===== src/rtl/run_ctrl.sv =====
// Program run sequencer: turns the host Start/Ack handshake into core reset, PC preload,
// run enable and halt/watchdog detection, and keeps the per-run cycle counter.
module run_ctrl #(
  parameter int PC_W    = 10,
  parameter int CT_W    = 16,
  parameter int CLR_CYC = 2,
  parameter int TIMEOUT = 1000
) (
  input  logic            Clk,
  input  logic            Reset_n,
  input  logic            Start,
  input  logic [PC_W-1:0] ProgBase,
  input  logic            HaltOp,
  output logic            CoreRst,
  output logic            PcLoad,
  output logic [PC_W-1:0] PcInit,
  output logic            RunEn,
  output logic            Busy,
  output logic            Ack,
  output logic            TimedOut,
  output logic [CT_W-1:0] CycleCt
);

  localparam int              CLR_W    = (CLR_CYC > 1) ? $clog2(CLR_CYC) : 1;
  localparam logic [CLR_W-1:0] CLR_LAST = CLR_W'(CLR_CYC - 1);
  localparam logic [CT_W-1:0]  CT_LAST  = CT_W'(TIMEOUT - 1);

  typedef enum logic [1:0] {
    IDLE  = 2'd0,
    CLEAR = 2'd1,
    RUN   = 2'd2,
    DONE  = 2'd3
  } state_t;

  state_t            state_reg, state_next;
  logic              start_d_reg;
  logic [CLR_W-1:0]  clr_cnt_reg, clr_cnt_next;
  logic [CT_W-1:0]   cycle_ct_reg, cycle_ct_next;
  logic [PC_W-1:0]   pc_init_reg, pc_init_next;
  logic              timed_out_reg, timed_out_next;
  logic              start_edge;

  // start_d clears on reset, so a Start already high at release is seen as an edge
  assign start_edge = Start & ~start_d_reg;

  always_ff @(posedge Clk or negedge Reset_n) begin
    if (!Reset_n) begin
      state_reg     <= IDLE;
      start_d_reg   <= 1'b0;
      clr_cnt_reg   <= '0;
      cycle_ct_reg  <= '0;
      pc_init_reg   <= '0;
      timed_out_reg <= 1'b0;
    end else begin
      state_reg     <= state_next;
      start_d_reg   <= Start;
      clr_cnt_reg   <= clr_cnt_next;
      cycle_ct_reg  <= cycle_ct_next;
      pc_init_reg   <= pc_init_next;
      timed_out_reg <= timed_out_next;
    end
  end

  always_comb begin
    state_next     = state_reg;
    clr_cnt_next   = clr_cnt_reg;
    cycle_ct_next  = cycle_ct_reg;
    pc_init_next   = pc_init_reg;
    timed_out_next = timed_out_reg;
    case (state_reg)
      IDLE, DONE: begin
        if (start_edge) begin
          state_next     = CLEAR;
          pc_init_next   = ProgBase;
          cycle_ct_next  = '0;
          timed_out_next = 1'b0;
          clr_cnt_next   = '0;
        end
      end
      CLEAR: begin
        clr_cnt_next = clr_cnt_reg + CLR_W'(1);
        if (clr_cnt_reg == CLR_LAST) begin
          state_next = RUN;
        end
      end
      RUN: begin
        cycle_ct_next = cycle_ct_reg + CT_W'(1);
        // Halt beats both abort and watchdog; an abort restarts the run from CLEAR
        if (HaltOp) begin
          state_next = DONE;
        end else if (start_edge) begin
          state_next    = CLEAR;
          pc_init_next  = ProgBase;
          cycle_ct_next = '0;
          clr_cnt_next  = '0;
        end else if (cycle_ct_reg == CT_LAST) begin
          state_next     = DONE;
          timed_out_next = 1'b1;
        end
      end
      default: begin
        state_next = IDLE;
      end
    endcase
  end

  assign CoreRst  = (state_reg == IDLE) || (state_reg == CLEAR);
  assign PcLoad   = (state_reg == CLEAR);
  assign RunEn    = (state_reg == RUN);
  assign Busy     = (state_reg == CLEAR) || (state_reg == RUN);
  assign Ack      = (state_reg == DONE);
  assign PcInit   = pc_init_reg;
  assign TimedOut = timed_out_reg;
  assign CycleCt  = cycle_ct_reg;

endmodule

===== config.mk =====
export PLATFORM = sky130hd
export DESIGN_NAME = run_ctrl
export DESIGN_NICKNAME = d
export VERILOG_FILES = /design/src/rtl/run_ctrl.sv
export SDC_FILE = /design/constraint.sdc
export NUM_CORES = 1
export LEC_CHECK = 0
export CAP_MARGIN = 30
export CORE_UTILIZATION = 51
export CTS_BUF_LIST = sky130_fd_sc_hd__clkbuf_4 sky130_fd_sc_hd__clkbuf_8 sky130_fd_sc_hd__clkbuf_16
export DETAILED_ROUTE_END_ITERATION = 8
export HOLD_SLACK_MARGIN = 0.02
export PLACE_DENSITY_LB_ADDON = 0.05
export SETUP_SLACK_MARGIN = 0.1
export SYNTH_ARGS = -nofsm -noshare
export SYNTH_HDL_FRONTEND = slang
export SYNTH_SLANG_ARGS = --single-unit

===== constraint.sdc =====
create_clock -name Clk -period 3.74 [get_ports Clk]
set_clock_uncertainty 0.15 [all_clocks]
set_input_delay 0.748 -clock Clk [delete_from_list [all_inputs] [get_ports Clk]]
set_output_delay 0.748 -clock Clk [all_outputs]
set_load 0.02 [all_outputs]

==> metrics.md, run 1 <==
| Metric | Value |
|---|---|
| Largest net degree at the start of global routing | 32 |
| CP max FO | 14 |
| Final slew viol count | 0 |
| Status | finished clean |
| Initial core utilization | 53.6% |
| Leak | 0.921 nW |
| P&R area growth vs syn | 32.4% |
| Syn Inst Count | 179 |
| Main flop type after synthesis | dfrtp_1 |
| Pwr per Cell Area | a little over 600 mW/mm² |
| Setup CP Type | flop to primary output |
| Vias/cell | 5.73 |
| Post-synth EDFFs | 0 |
| Critical path endpoint category | primary output |
| Final Critical Period | around 2.9 ns |
| Sink Count | 31 |
| Ratio of cells with drive above 1 in the final layout | under 10% |
| Post_cts resized | 0 |
| CTS tree | yes |
| Core Region | 0.00303 mm² |
| RSZ-0062 raised after global routing | no |
| Largest register FFs | 16 |
| DRT iter0 DRCs | 76 |
| Asr flop ratio synth | 100% |
| Worst IR Drop VDD | 0.415 mV |
| Synthesis-stage register bit count | 31 |
| Vias in the first global route | around 1500 |
| Clock root buffer | clkbuf_4 |
| Detailed Route WL | 3.77 mm |
| Hold depth | 2 |
| Clk pwr share | between 10% and 20% |
| Comb power frac | between 40% and 50% |
| Maxcap violations | 0 |
| First-pass GRT wire length | 6.44 mm |
| Net Sw Power | 524 µW |
| Mapped Avg Cell Area | 9.07 µm² |
| Utilization after layout | 71.0% |
| Antenna cell count | 0 |
| Clk_lat worst skew | ~0.33 ns |
| Post-CTS Hold Buffers | 0 |
| Most frequent cells in the layout | clkdlybuf4s50_1 (45), nand2_1 (42), dfrtp_1 (31) |
| WP data arrival | 1.97 ns |
| Die Y-Extent | 58.4 µm |
| Postcts setup bufs | 0 |
| Clock Tree Buf Depth | 2 |
| DR pass1 iterations | 4 |
| Die width | between 50 and 60 µm |
| Sequential share of power | 37.1% |
| Fin area | 0.00215 mm² |
| Commonest non-fill, non-tap cell in the layout | clkdlybuf4s50_1 |
| Post-DP Area | approximately 0.0021 mm² |
| PnR worst setup slack | 0.876 ns |
| Final #Nets | 242 |
| H-tree levels | 2 |
| Vias | 1525 |
| I/O pin count | 46 |
| Ys Warns | 0 |
| Setup-failing EPs final | 0 |
| Crit start category | flop |
| DRC | 0 |
| Final hold viol count | 0 |
| Dpl ws | about 0.65 ns |
| Initial antenna violation count | 0 |
| FF-to-FF path depth | 6 |
| Sw frac | between 30% and 40% |
| Final GP Congestion | 0.812 |
| Distinct cells, synth | 41 |
| Synthesized area | 0.00162 mm² |
| Site Rows | 20 |
| Routed WL per cell | approximately 14 µm |
| Pint | 787 µW |
| Max Freq | 349 MHz |
| Clock transition at the registers of the reported paths | 0.09 ns |
| DP Wirelength | between 2 and 3 mm |
| Rel. slew slack | 64.9% |
| Cts bufs inserted | 5 |
| WHS | 0.332 ns |
| Register area share after synthesis | 47.8% |
| Die area | 0.00341 mm² |
| Gr ovfl total | 0 |
| Worst min-delay path class | flop to flop |
| Gr usage total | 25.2% |
| Final ANT Viol Nets | 0 |
| Mapped Nets | 198 |
| Setup TNS | 0 ns |
| Final period util | 76.6% |
| Worst EP required | 2.84 ns |
| Actual slew at the worst max-slew pin | 0.527 ns |
| IO Port Bufs | 45 |
-- critical path, cell delays in order, from the launching register on --
cell             delay (ns)
dfrtp_1                0.41
inv_1                  0.10
ha_1                   0.43
clkdlybuf4s50_1        0.69
-- metal layers --
| metal | track usage [%] | vias up | routed length (µm) |
|---|---|---|---|
| li1 | - | 728 | - |
| met1 | 30.3 | 734 | 1630 |
| met2 | 41.5 | 56 | 1880 |
| met3 | 7.47 | 7 | 206 |
| met4 | 12.2 | 0 | 51 |
| met5 | 0 | - | 0 |
-- power by group through the flow --
| stage | logic [mW] | registers, mW | clock network, mW |
|---|---|---|---|
| 2_1_floorplan | 0.293 | 0.563 | 0 |
| 3_5_place_dp | 0.639 | 0.492 | 0 |
| 3_3_place_gp | 0.624 | 0.485 | 0 |
| 4_1_cts | 0.642 | 0.486 | 0.186 |
| 5_1_grt | 0.694 | 0.497 | 0.205 |
| 6_report | 0.640 | 0.486 | 0.184 |
-- synthesized netlist by cell type (2+ instances only) --
library cell   n  area, µm²
o31ai_1        7       52.6
o211ai_1       2       15.0
inv_1          5       18.8
or4_1         11       82.6
o21a_1         2       15.0
a21oi_1        9       45.0
or2_2          2       12.5
dfrtp_1       31        776
ha_1           5       62.6
clkbuf_1       7       26.3
nand2_1       42        158
xnor2_1        3       26.3
nand3_1       11       55.1
nor3_1         2       10.0
o21ai_0        6       30.0
nand4_1        2       12.5
buf_2          2       10.0
nor2_1         7       26.3
-- final cells by class --
| class | instances | area (µm²) |
|---|---|---|
| Fill cell | 239 | 878 |
| Timing Repair Buffer | 47 | 465 |
| Sequential cell | 31 | 776 |
| Multi-Input combinational cell | 133 | 790 |
| Inverter | 5 | 18.8 |
| Clock buffer | 6 | 45.0 |
| Tap cell | 44 | 55.1 |
-- per-stage QoR --
| stage | power (mW) | cells |
|---|---|---|
| after floorplan | 0.856 | 179 |
| after global placement | 1.11 | 260 |
| after detailed placement | 1.13 | 260 |
| after CTS | 1.31 | 266 |
| after global routing | 1.40 | 266 |
| final | 1.31 | 266 |
-- kinds of logic after synthesis --
logic type / after synthesis / synth area share, %
and+or+nand+nor: 87 / 27.0
adders and majority gates: 5 / 3.85
DFF: 31 / 47.8
xor gates and xnor gates: 3 / 1.62
AOI/OAI and AO/OA: 36 / 14.9
muxes: 2 / 1.31
buffers and inverters: 15 / 3.62
-- final timing paths --
path | start | end | slack [ns]
setup / recovery | state_reg[0]$_DFFE_PN0P_ | RunEn | 0.88
hold reg to reg | PcInit[7]$_DFFE_PN0P_ | PcInit[7]$_DFFE_PN0P_ | 0.33
min in group asynchronous | Reset_n | clr_cnt_reg$_DFFE_PN0P_ | 0.65
setup reg to reg | state_reg[0]$_DFFE_PN0P_ | CycleCt[13]$_DFFE_PN0P_ | 1.00
hold / removal | PcInit[7]$_DFFE_PN0P_ | PcInit[7]$_DFFE_PN0P_ | 0.33
max in group asynchronous | Reset_n | CycleCt[11]$_DFFE_PN0P_ | 2.50
Note: power is estimated with default switching activity, not from simulation.
==> run 2: changes to the inputs <==
--- a/config.mk
+++ b/config.mk
@@ -6,7 +6,7 @@
 export NUM_CORES = 1
 export LEC_CHECK = 0
 export CAP_MARGIN = 30
-export CORE_UTILIZATION = 51
+export CORE_UTILIZATION = 47
 export CTS_BUF_LIST = sky130_fd_sc_hd__clkbuf_4 sky130_fd_sc_hd__clkbuf_8 sky130_fd_sc_hd__clkbuf_16
 export DETAILED_ROUTE_END_ITERATION = 8
 export HOLD_SLACK_MARGIN = 0.02
==> constraint.sdc (replaced) <==
create_clock -name Clk -period 2.7 [get_ports Clk]
set_clock_uncertainty 0.15 [all_clocks]
set_input_delay 0.54 -clock Clk [delete_from_list [all_inputs] [get_ports Clk]]
set_output_delay 0.54 -clock Clk [all_outputs]
set_load 0.02 [all_outputs]
==> metrics.md, run 2 (synthesis gave the netlist of run 1 again) <==
| Metric | Value |
|---|---|
| Antenna cell count | 0 |
| Setup CP Type | flop to flop |
| Setup TNS | 0 ns |
| Sw frac | between 40% and 50% |
| IO Port Bufs | 45 |
| Fin area | about 0.0022 mm² |
| First-pass GRT wire length | 6.41 mm |
| Final period util | 92.4% |
| Die area | 0.00369 mm² |
| Final #Nets | 249 |
| Initial core utilization | 51.5% |
| Pwr per Cell Area | 836 mW/mm² |
| Gr usage total | 24.1% |
| Critical path endpoint category | flop |
| Die width | 60.8 µm |
| Setup-failing EPs final | 0 |
| Status | finished clean |
| Initial antenna violation count | 0 |
| Post-DP Area | 0.00216 mm² |
| Gr ovfl total | 0 |
| Final Critical Period | 2.50 ns |
| Largest net degree at the start of global routing | 32 |
| Critical R2R Capture | CycleCt[11]$_DFFE_PN0P_ |
| Actual slew at the worst max-slew pin | 0.473 ns |
| Clk pwr share | 14.3% |
| Worst min-delay path class | flop to flop |
| Final ANT Viol Nets | 0 |
| Sink Count | 31 |
| Most frequent cells in the layout | clkdlybuf4s50_1 (43), nand2_1 (42), dfrtp_1 (31) |
| Vias in the first global route | 1453 |
| Core Region | 0.00315 mm² |
| Cts bufs inserted | 5 |
| Utilization after layout | 70.5% |
| FF-to-FF Start | state_reg[0]$_DFFE_PN0P_ |
| Final hold viol count | 0 |
| WP data arrival | 2.62 ns |
| Leak | 0.968 nW |
| Commonest non-fill, non-tap cell in the layout | clkdlybuf4s50_1 |
| Clk_lat worst skew | about 0.34 ns |
| Clock transition at the registers of the reported paths | about 0.1 ns |
| RSZ-0062 raised after global routing | yes |
| Vias/cell | 5.65 |
| Crit start category | flop |
| Rel. slew slack | 68.5% |
| FF-to-FF path depth | 6 |
| H-tree levels | 2 |
| P&R area growth vs syn | 36.9% |
| Site Rows | 20 |
| Detailed Route WL | 3.97 mm |
| Vias | about 1600 |
| R2R Setup Slk | 0.20 ns |
| Final slew viol count | 0 |
| Worst IR Drop VDD | 0.427 mV |
| Maxcap violations | 0 |
| Sequential share of power | 36.1% |
| DRT iter0 DRCs | 75 |
| I/O pin count | 46 |
| Pint | 1.11 mW |
| Worst Setup SP | state_reg[0]$_DFFE_PN0P_ |
| Final GP Congestion | 0.812 |
| PnR worst setup slack | 0.205 ns |
| CTS tree | yes |
| Setup crit end | CycleCt[11]$_DFFE_PN0P_ |
| Net Sw Power | 754 µW |
| Routed WL per cell | about 14 µm |
| Die Y-Extent | 60.8 µm |
| DR pass1 iterations | 4 |
| DRC | 0 |
| Ratio of cells with drive above 1 in the final layout | between 10 and 15% |
| Clock Tree Buf Depth | 2 |
| Worst Hold Launch | PcInit[3]$_DFFE_PN0P_ |
| Clock root buffer | clkbuf_4 |
| Largest register FFs | 16 |
| Max Freq | about 400 MHz |
| CP max FO | 18 |
| DP Wirelength | 2.86 mm |
| Worst EP required | 2.83 ns |
| Dpl ws | -0.00194 ns |
| Comb power frac | 49.6% |
-- run 2: cell count changes in the layout (fill, tap and decap cells not counted) --
cell             delta
ha_4                +1
clkinv_2            +3
dlymetal6s2s_1      +1
clkdlybuf4s50_1     -2
clkbuf_4            -1
dlygate4sd2_1       +1
ha_1                -1
buf_4               +7
-- run 2: area by class of cell --
type	instances	area, µm²
Fill cell	270	930
Multi-Input combinational cell	133	802
Sequential cell	31	776
Timing Repair Buffer	54	519
Tap cell	44	55.1
Clock buffer	5	37.5
Inverter	5	18.8
Clock inverter	3	15.0
-- run 2: worst min-delay path by stage --
stage	to	slack, ns	depth (start not counted)
2_1_floorplan	CycleCt[0]$_DFFE_PN0P_	0.09	0
3_3_place_gp	PcInit[2]$_DFFE_PN0P_	0.31	2
3_5_place_dp	PcInit[2]$_DFFE_PN0P_	0.32	2
4_1_cts	PcInit[3]$_DFFE_PN0P_	0.35	2
5_1_grt	PcInit[9]$_DFFE_PN0P_	0.37	2
6_report	PcInit[3]$_DFFE_PN0P_	0.34	2
-- run 2: critical path, cell delays in order (launching register included) --
cell and delay (ns):
dfrtp_1 0.41, inv_1 0.15, ha_1 0.27, or3b_1 0.38
a21o_1 0.34, or4_1 0.57, a21oi_1 0.15
-- run 2: layer usage --
metal	wire [µm]	part of all wire, %	track usage, %
met2	2010	51	41.0
met5	0	0	0
met4	48	1.2	10.1
met3	275	6.9	7.04
met1	1640	41	28.6
-- run 2: what timing repair did --
action,CTS,global route
endpoints found under the setup margin,2,2
hold buffers,0,0
gates resized for setup,2,2
setup buffers,0,0
-- run 2: stage by stage --
step           power, mW  cells  hold slack (ns)
2_1_floorplan       1.19    179           0.0944
3_3_place_gp        1.57    267            0.309
3_5_place_dp        1.60    267            0.320
4_1_cts             1.87    275            0.345
5_1_grt             1.99    275            0.371
6_report            1.86    275            0.339
-- run 2: power groups by stage --
stage	Clock (mW)	Combinational [mW]	Sequential, mW
floorplan	0	0.406	0.780
global placement	0	0.901	0.671
detailed placement	0	0.926	0.678
CTS	0.274	0.921	0.671
global route	0.296	1.00	0.687
finish	0.266	0.922	0.672
